`src/rtl/core_pkg.sv`:
```
// Shared definitions for the pipeline control logic of the 5-stage MIPS core.
//   hz_state_t   : hazard controller FSM states (RUN / HALT)
//   REG_ZERO     : architectural zero register number (never a real dependency)
//   pipe_ctrl_t  : the four pipeline-control bits that drive the PC and the
//                  IF/ID, ID/EX pipeline registers
package core_pkg;

  typedef enum logic [0:0] {
    RUN  = 1'b0,
    HALT = 1'b1
  } hz_state_t;

  localparam int REG_ZERO = 0;

  typedef struct packed {
    logic pc_en;
    logic if_id_en;
    logic if_id_flush;
    logic id_ex_flush;
  } pipe_ctrl_t;

endpackage

```
`src/rtl/hazard_ctrl_perf_cnt.sv`:
```
// perf_cnt: free-running performance counter with synchronous clear and
// increment enable. Wraps modulo 2^CNT_W.
//   clk   in  : clock
//   clr   in  : synchronous clear (takes priority over inc)
//   inc   in  : add one on this edge
//   count out : current count
module perf_cnt #(
  parameter int CNT_W = 32
) (
  input  logic             clk,
  input  logic             clr,
  input  logic             inc,
  output logic [CNT_W-1:0] count
);

  logic [CNT_W-1:0] count_q;
  logic [CNT_W-1:0] count_d;

  always_comb begin
    count_d = count_q;
    if (inc) begin
      count_d = count_q + CNT_W'(1);
    end
  end

  always_ff @(posedge clk) begin
    if (clr) begin
      count_q <= '0;
    end else begin
      count_q <= count_d;
    end
  end

  assign count = count_q;

endmodule

```
`src/rtl/hazard_ctrl.sv`:
```
// hazard_ctrl: pipeline hazard controller for the 5-stage MIPS core.
// Detects load-use hazards (one bubble), flushes wrong-path instructions on a
// taken branch or a jump, freezes the pipeline on a syscall halt until the
// console resumes it, and keeps stall / flush / run-cycle counters.
//   clk, rst                       : clock, synchronous active-high reset
//   MemRead_id_ex, RegWrite_id_ex  : EX instruction is a load / writes a reg
//   regfile_write_num_id_ex        : EX destination register
//   regfile_read_num1/2_if_id      : ID rs / rt
//   use_rs_if_id, use_rt_if_id     : ID actually reads rs / rt
//   branch_taken_ex, jump_id       : control-flow redirects
//   halt_ex, resume                : syscall halt / console go pulse
//   pc_en, if_id_en                : load enables (combinational)
//   if_id_flush, id_ex_flush       : clear-to-NOP on next edge (combinational)
//   halted                         : pipeline frozen
//   stall_count, flush_count, run_count : performance counters
module hazard_ctrl
  import core_pkg::*;
#(
  parameter int CNT_W  = 32,
  parameter int REG_AW = 5
) (
  input  logic              clk,
  input  logic              rst,
  input  logic              MemRead_id_ex,
  input  logic              RegWrite_id_ex,
  input  logic [REG_AW-1:0] regfile_write_num_id_ex,
  input  logic [REG_AW-1:0] regfile_read_num1_if_id,
  input  logic [REG_AW-1:0] regfile_read_num2_if_id,
  input  logic              use_rs_if_id,
  input  logic              use_rt_if_id,
  input  logic              branch_taken_ex,
  input  logic              jump_id,
  input  logic              halt_ex,
  input  logic              resume,
  output logic              pc_en,
  output logic              if_id_en,
  output logic              if_id_flush,
  output logic              id_ex_flush,
  output logic              halted,
  output logic [CNT_W-1:0]  stall_count,
  output logic [CNT_W-1:0]  flush_count,
  output logic [CNT_W-1:0]  run_count
);

  localparam int N_CNT = 3;
  localparam int STALL_IDX = 0;
  localparam int FLUSH_IDX = 1;
  localparam int RUN_IDX = 2;

  hz_state_t  state_q;
  hz_state_t  state_d;
  pipe_ctrl_t ctrl;
  logic       lu;
  logic       stall_inc;
  logic       flush_inc;
  logic       run_inc;

  logic [N_CNT-1:0] cnt_inc;
  logic [CNT_W-1:0] cnt_val [N_CNT];

  // Load-use: the loaded value is not available for forwarding until after
  // MEM, so an ID consumer of the load's destination must wait one cycle.
  // Register zero is hardwired and never a real dependency.
  always_comb begin
    lu = MemRead_id_ex && RegWrite_id_ex &&
         (regfile_write_num_id_ex != REG_AW'(REG_ZERO)) &&
         (((regfile_read_num1_if_id == regfile_write_num_id_ex) && use_rs_if_id) ||
          ((regfile_read_num2_if_id == regfile_write_num_id_ex) && use_rt_if_id));
  end

  always_ff @(posedge clk) begin
    if (rst) begin
      state_q <= RUN;
    end else begin
      state_q <= state_d;
    end
  end

  always_comb begin
    state_d          = state_q;
    ctrl.pc_en       = 1'b1;
    ctrl.if_id_en    = 1'b1;
    ctrl.if_id_flush = 1'b0;
    ctrl.id_ex_flush = 1'b0;
    stall_inc        = 1'b0;
    flush_inc        = 1'b0;
    run_inc          = 1'b0;

    unique case (state_q)
      RUN: begin
        run_inc = 1'b1;
        if (branch_taken_ex) begin
          // A taken branch kills both younger instructions, including any
          // load-use consumer, so the hazard is moot.
          ctrl.if_id_flush = 1'b1;
          ctrl.id_ex_flush = 1'b1;
          flush_inc        = 1'b1;
        end else if (halt_ex) begin
          ctrl.pc_en    = 1'b0;
          ctrl.if_id_en = 1'b0;
          state_d       = HALT;
        end else if (lu) begin
          // Hold PC and IF/ID, inject a bubble into EX. A jump in ID is
          // held too and will be decoded (and counted) again next cycle.
          ctrl.pc_en       = 1'b0;
          ctrl.if_id_en    = 1'b0;
          ctrl.id_ex_flush = 1'b1;
          stall_inc        = 1'b1;
        end else if (jump_id) begin
          ctrl.if_id_flush = 1'b1;
          flush_inc        = 1'b1;
        end
      end
      HALT: begin
        ctrl.pc_en    = 1'b0;
        ctrl.if_id_en = 1'b0;
        if (resume) begin
          state_d = RUN;
        end
      end
      default: begin
        state_d = RUN;
      end
    endcase
  end

  assign pc_en       = ctrl.pc_en;
  assign if_id_en    = ctrl.if_id_en;
  assign if_id_flush = ctrl.if_id_flush;
  assign id_ex_flush = ctrl.id_ex_flush;
  assign halted      = (state_q == HALT);

  assign cnt_inc[STALL_IDX] = stall_inc;
  assign cnt_inc[FLUSH_IDX] = flush_inc;
  assign cnt_inc[RUN_IDX]   = run_inc;

  generate
    for (genvar gi = 0; gi < N_CNT; gi++) begin : g_cnt
      perf_cnt #(
        .CNT_W(CNT_W)
      ) u_perf_cnt (
        .clk  (clk),
        .clr  (rst),
        .inc  (cnt_inc[gi]),
        .count(cnt_val[gi])
      );
    end
  endgenerate

  assign stall_count = cnt_val[STALL_IDX];
  assign flush_count = cnt_val[FLUSH_IDX];
  assign run_count   = cnt_val[RUN_IDX];

endmodule

```
`config.mk`:
```
export PLATFORM = sky130hd
export DESIGN_NAME = hazard_ctrl
export DESIGN_NICKNAME = d
export VERILOG_FILES = /design/src/rtl/core_pkg.sv /design/src/rtl/hazard_ctrl_perf_cnt.sv /design/src/rtl/hazard_ctrl.sv
export SDC_FILE = /design/constraint.sdc
export NUM_CORES = 1
export LEC_CHECK = 0
export CELL_PAD_IN_SITES_DETAIL_PLACEMENT = 1
export CELL_PAD_IN_SITES_GLOBAL_PLACEMENT = 2
export CORE_MARGIN = 2
export CORE_UTILIZATION = 30
export CTS_CLUSTER_DIAMETER = 200
export DETAILED_ROUTE_END_ITERATION = 10
export GPL_ROUTABILITY_DRIVEN = 0
export PLACE_DENSITY_LB_ADDON = 0.08
export SETUP_SLACK_MARGIN = 0.15
export SLEW_MARGIN = 30
export SYNTH_ARGS = -nofsm -noshare
export SYNTH_HDL_FRONTEND = slang
export SYNTH_SLANG_ARGS = --single-unit
```
`constraint.sdc`:
```
create_clock -name clk -period 4.4 [get_ports clk]
set_input_delay 0.66 -clock clk [delete_from_list [all_inputs] [get_ports clk]]
set_output_delay 0.66 -clock clk [all_outputs]
set_load 0.1 [all_outputs]
```
[After elaboration in Yosys (flattened, before gate mapping)]
Cells that the tools add are included.
Operators by class
  bitwise gates (word level): 1
  add/subtract/negate cells: 3
  mux-type cells: 20
  reductions and logical operators: 7
  equality and inequality tests: 2
Operator list (number)
  adder 32 x 1 -> 32 bit (second input constant): 3
  two-way mux 1 bit: 12
  two-way mux 2 bit: 6
  equality test 5 bit: 2
  logical AND 1 bit: 5
  nonzero test 5 bit: 1
  one-hot mux 2 bit (2 select lines): 1
  one-hot mux 1 bit (2 select lines): 1
  logical OR 1 bit: 1
  NOT 1 bit: 1
Storage, ports and cells
  input port bits: 25
  register bits after elaboration: 97
  logic and storage cells: 37
  output and inout bits: 101

[Depth between registers and ports, before layout]
  depth in word-level cells: 8
  depth in mapped cells: 8
  mapped depth without buffers: 7

[Cells and area by module]
A second synthesis with hierarchy kept.
Second synthesis, totals
  cells, all modules: 575
  area total of the unflattened synthesis: 4942.2 um2
By module, submodules not included
  perf_cnt: area each 1564.0 um2, times used 3, cells an instance 181, seq. area each 640.6 um2
  hazard_ctrl: area each 250.2 um2, times used 1, cells an instance 32, seq. area each 20.0 um2

[Worst setup path after synthesis]
OpenSTA, ideal clock, no wires.
  kind: input to output
  start point: in regfile_write_num_id_ex[0]
  end point: out pc_en
  data required time: 3.740 ns
  data arrival time: 2.943 ns
  stages: 7
  buffers on the path: 2
  setup slack: 0.797 ns
  cells stage by stage: or3_1 > o311a_1 > buf_6 > and2_1 > o21ai_0 > and2_1 > buf_4
On the way
  word-level cells in the longest chain between the ends: 8
  elaborated cells between the ends (all ways): 12
  classes of those cells: eq/ne: 2; mux: 4; reduce/logical: 6
RTL lines
  start: declaration: RTL line hazard_ctrl.sv:26  | input logic [REG_AW-1:0] regfile_write_num_id_ex,
  equality test 5 bit, on equally long branches: RTL line hazard_ctrl.sv:67, hazard_ctrl.sv:68
  logical AND 1 bit, on equally long branches: RTL line hazard_ctrl.sv:67, hazard_ctrl.sv:68
  logical OR 1 bit: RTL line hazard_ctrl.sv:67  | (((regfile_read_num1_if_id == regfile_write_num_id_ex) && use_rs_if_id) ||
  logical AND 1 bit (*): RTL line hazard_ctrl.sv:66  | (regfile_write_num_id_ex != REG_AW'(REG_ZERO)) &&
  two-way mux 2 bit (*): RTL line hazard_ctrl.sv:102  | end else if (lu) begin
  two-way mux 2 bit (*): RTL line hazard_ctrl.sv:98  | end else if (halt_ex) begin
  two-way mux 2 bit (*): RTL line hazard_ctrl.sv:92  | if (branch_taken_ex) begin
  one-hot mux 2 bit (2 select lines) (*): RTL line hazard_ctrl.sv:89  | unique case (state_q)
  end: declaration: RTL line hazard_ctrl.sv:35  | output logic pc_en,
Every way passes the cells marked *; elsewhere a longest branch is shown, timed or not.

[Final worst setup path]
Ends and elaborated chain as after synthesis.

==> flow_summary.json <==
{
  "outcome": "complete, no violations",
  "final_cell_count_no_fill": 897,
  "cellPowerDensity_mw_per_mm2": 297,
  "antenna_violating_nets_remaining": 0,
  "timing.slew.headroom_pct": 31.4,
  "whs_ns": 0.488,
  "postCtsResizedCells": 0,
  "min_delay_path_depth": 2,
  "post-dp-hpwl_mm": 10.3,
  "critPathKind": "in -> out",
  "synthesis.area_mm2": 0.00473,
  "drcViolationCount": 0,
  "timing.setup.tns_ns": 0,
  "n_fill_cell": 1816,
  "vias_per_cell": 5.12,
  "final_critical_path_setup_slack_ns": 0.846,
  "timing.rr.end": "g_cnt[2].u_perf_cnt.count[30]",
  "fp.coreArea_mm2": 0.0153,
  "initial_utilization_pct": 30.9,
  "numCtsBuffers": 9,
  "total_of_buffers_placed_on_input_and_output_ports": 125,
  "worst_hold_path.endpoint": "g_cnt[0].u_perf_cnt.count[31]",
  "worst_r2r_startpoint": "g_cnt[2].u_perf_cnt.count[1]",
  "critical_path.endpoint_type": "primary output",
  "clock_sinks": 97,
  "critPathRequiredTime_ns": 3.74,
  "max_freq_ghz": 0.281,
  "leak_nw": 1.98,
  "cts_setup_buffers": 0,
  "rows": 45,
  "routed-via-count": 4589,
  "finalClockSkew_ns": 0.0130,
  "grt_pass1_vias": 4618,
  "clkTransAtPathRegs_ns": 0.07,
  "worst_r2r_path_depth": 6,
  "final_cell_mix": "clkdlybuf4s50_1, dfxtp_1, a21oi_1, nor2_1, o21ai_0",
  "h-tree-depth": 3,
  "layout_commonest_cell": "clkdlybuf4s50_1",
  "r2r_setup_slk_ns": 1.76,
  "final_cell_area_mm2": 0.00648,
  "finalCriticalPeriod_ns": 3.55,
  "area_growth_syn_to_layout_pct": 37.2,
  "total_grt_usage_pct": 17.3,
  "yosysSeqAreaShare_pct": 41.1,
  "cp_max_fo": 9,
  "synth-edff-count": 0,
  "ctsLongestPathBuffers": 2,
  "post_route_cells_drive_above_1_share_pct": 6.27,
  "cp_data_arrival_time_ns": 2.89,
  "grt_first_pass_wirelength_mm": 23.2,
  "hold_path.class": "reg -> reg",
  "worstSetupStartpointType": "input port",
  "final_period_util_pct": 80.8,
  "synth-seq-cells": 97,
  "placed_cells": 880,
  "finalMaxSlewViolations": 0,
  "vdd.ir_drop.worst_v": 0.000180,
  "synthCells": 566,
  "setup_repair_after_global_routing_missed_its_margin": "false",
  "clk-insertion-delay-late_ns": 0.35,
  "maxCapViolations": 0,
  "antennaDiodeCount": 0,
  "overflow": 0,
  "setup_viol": 0,
  "synth_ff_type": "dfxtp_1",
  "worstMarginPinSlew_ns": 1.03,
  "postSynthNetCount": 594,
  "post_synthesis_cell_type_count": 52,
  "pin_count_of_the_biggest_net_entering_global_routing": 53,
  "grt_antenna_before_repair": 0,
  "detail_route.wl_per_cell_um": 15.7,
  "drt-initial-drc-count": 171,
  "cts.hold.buffers_added": 0,
  "post-place-ws_ns": 0.818,
  "fp.dieArea_mm2": 0.0168,
  "synth.yosys.warnings": 0,
  "synth.avg_cell_area_um2": 8.35,
  "place_area_mm2": 0.00617,
  "chipWidth_um": 130,
  "die_y_um": 130,
  "timing.final.hold_violations": 0,
  "firstDrtPassIters": 4,
  "drt_wl_total_mm": 14.1,
  "synth_async_sr_flop_share_pct": 0,
  "final_net_count": 709,
  "tritoncts": "built",
  "boundaryPins": 126,
  "worst_hold_startpoint": "g_cnt[0].u_perf_cnt.count[31]",
  "cts-root-buf": "clkbuf_16"
}
==> worst max-delay path, stage by stage <==
cell and delay [ns]:
clkdlybuf4s50_1 0.46, or3_1 0.39, o311a_1 0.45, and2_1 0.25, o21ai_0 0.16, and2_1 0.29, buf_12 0.21
==> cell usage after synthesis (2+ instances only) <==
| cell type | instances | area share (%) |
|---|---|---|
| dfxtp_1 | 97 | 41 |
| a21oi_1 | 59 | 6.2 |
| nor2_1 | 53 | 4.2 |
| o21ai_0 | 40 | 4.2 |
| or3_1 | 39 | 5.2 |
| xnor2_1 | 34 | 6.3 |
| nand2_1 | 33 | 2.6 |
| nand4_1 | 31 | 4.1 |
| inv_1 | 27 | 2.1 |
| nand3_1 | 23 | 2.4 |
| clkbuf_1 | 20 | 1.6 |
| xor2_1 | 14 | 2.6 |
| and2_1 | 11 | 1.5 |
| and4_1 | 11 | 2.0 |
| o31ai_1 | 8 | 1.3 |
| or4_1 | 8 | 1.3 |
| nor3_1 | 7 | 0.74 |
| a31o_2 | 4 | 0.74 |
| and3_1 | 4 | 0.53 |
| nor2b_1 | 4 | 0.53 |
| a2111oi_2 | 3 | 0.95 |
| ha_1 | 3 | 0.79 |
| buf_2 | 2 | 0.21 |
| buf_6 | 2 | 0.48 |
| nor4_1 | 2 | 0.26 |
==> worst max path at each step <==
stage | slack (ns) | depth (start not counted) | from | to
detailed placement | 0.82 | 7 | regfile_write_num_id_ex[0] | pc_en
CTS | 0.81 | 7 | regfile_write_num_id_ex[0] | pc_en
finish | 0.85 | 7 | regfile_write_num_id_ex[0] | pc_en
global placement | 0.86 | 7 | regfile_write_num_id_ex[0] | if_id_en
floorplan | 0.80 | 7 | regfile_write_num_id_ex[0] | pc_en
global route | 0.67 | 7 | regfile_write_num_id_ex[0] | if_id_en
==> flip-flops by register name (all words and copies together), names as in the netlist <==
| register | count |
|---|---|
| halted | 1 |
| g_cnt.u_perf_cnt.count | 96 |
==> metrics by stage <==
step,util (%),total power [W]
floorplan,-,0.00105
global placement,40.3,0.00112
detailed placement,40.3,0.00112
CTS,42.3,0.00196
global route,42.3,0.00200
finish,42.3,0.00192
==> per-layer routing <==
metal | vias up | GRT usage (%) | share of wire [%]
li1 | 2255 | - | -
met3 | 10 | 4.62 | 4.1
met4 | 0 | 3.92 | 1.1
met1 | 2239 | 22.0 | 46
met2 | 85 | 29.4 | 49
met5 | - | 0 | 0
==> area by class of cell <==
type	count	area, µm²	area share [%]
Multi-Input combinational cell	416	2560	39.5
Sequential cell	97	1940	29.9
Timing Repair Buffer	130	1310	20.1
Tap cell	211	264	4.07
Clock buffer	12	256	3.96
Inverter	27	101	1.56
Clock inverter	4	51.3	0.791
==> power by group <==
| part | switching [W] | total (W) | internal (W) |
|---|---|---|---|
| clock network | 0.000353 | 0.000826 | 0.000473 |
| registers | 0.0000103 | 0.000895 | 0.000885 |
| logic | 0.000137 | 0.000203 | 0.0000655 |
| total | 0.000501 | 0.00192 | 0.00142 |
==> cell families after synthesis <==
| family | count (synthesis) | share of synthesized area [%] |
|---|---|---|
| AO/OA/AOI/OAI | 130 | 17.4 |
| XOR/XNOR | 48 | 8.90 |
| adder cells (fa/ha/maj) | 3 | 0.794 |
| buffers and inverters | 53 | 4.66 |
| flip-flops | 97 | 41.1 |
| multiplexers | 3 | 0.688 |
| AND/OR/NAND/NOR | 232 | 26.5 |
No activity file was read; power rests on OpenSTA's default activity.
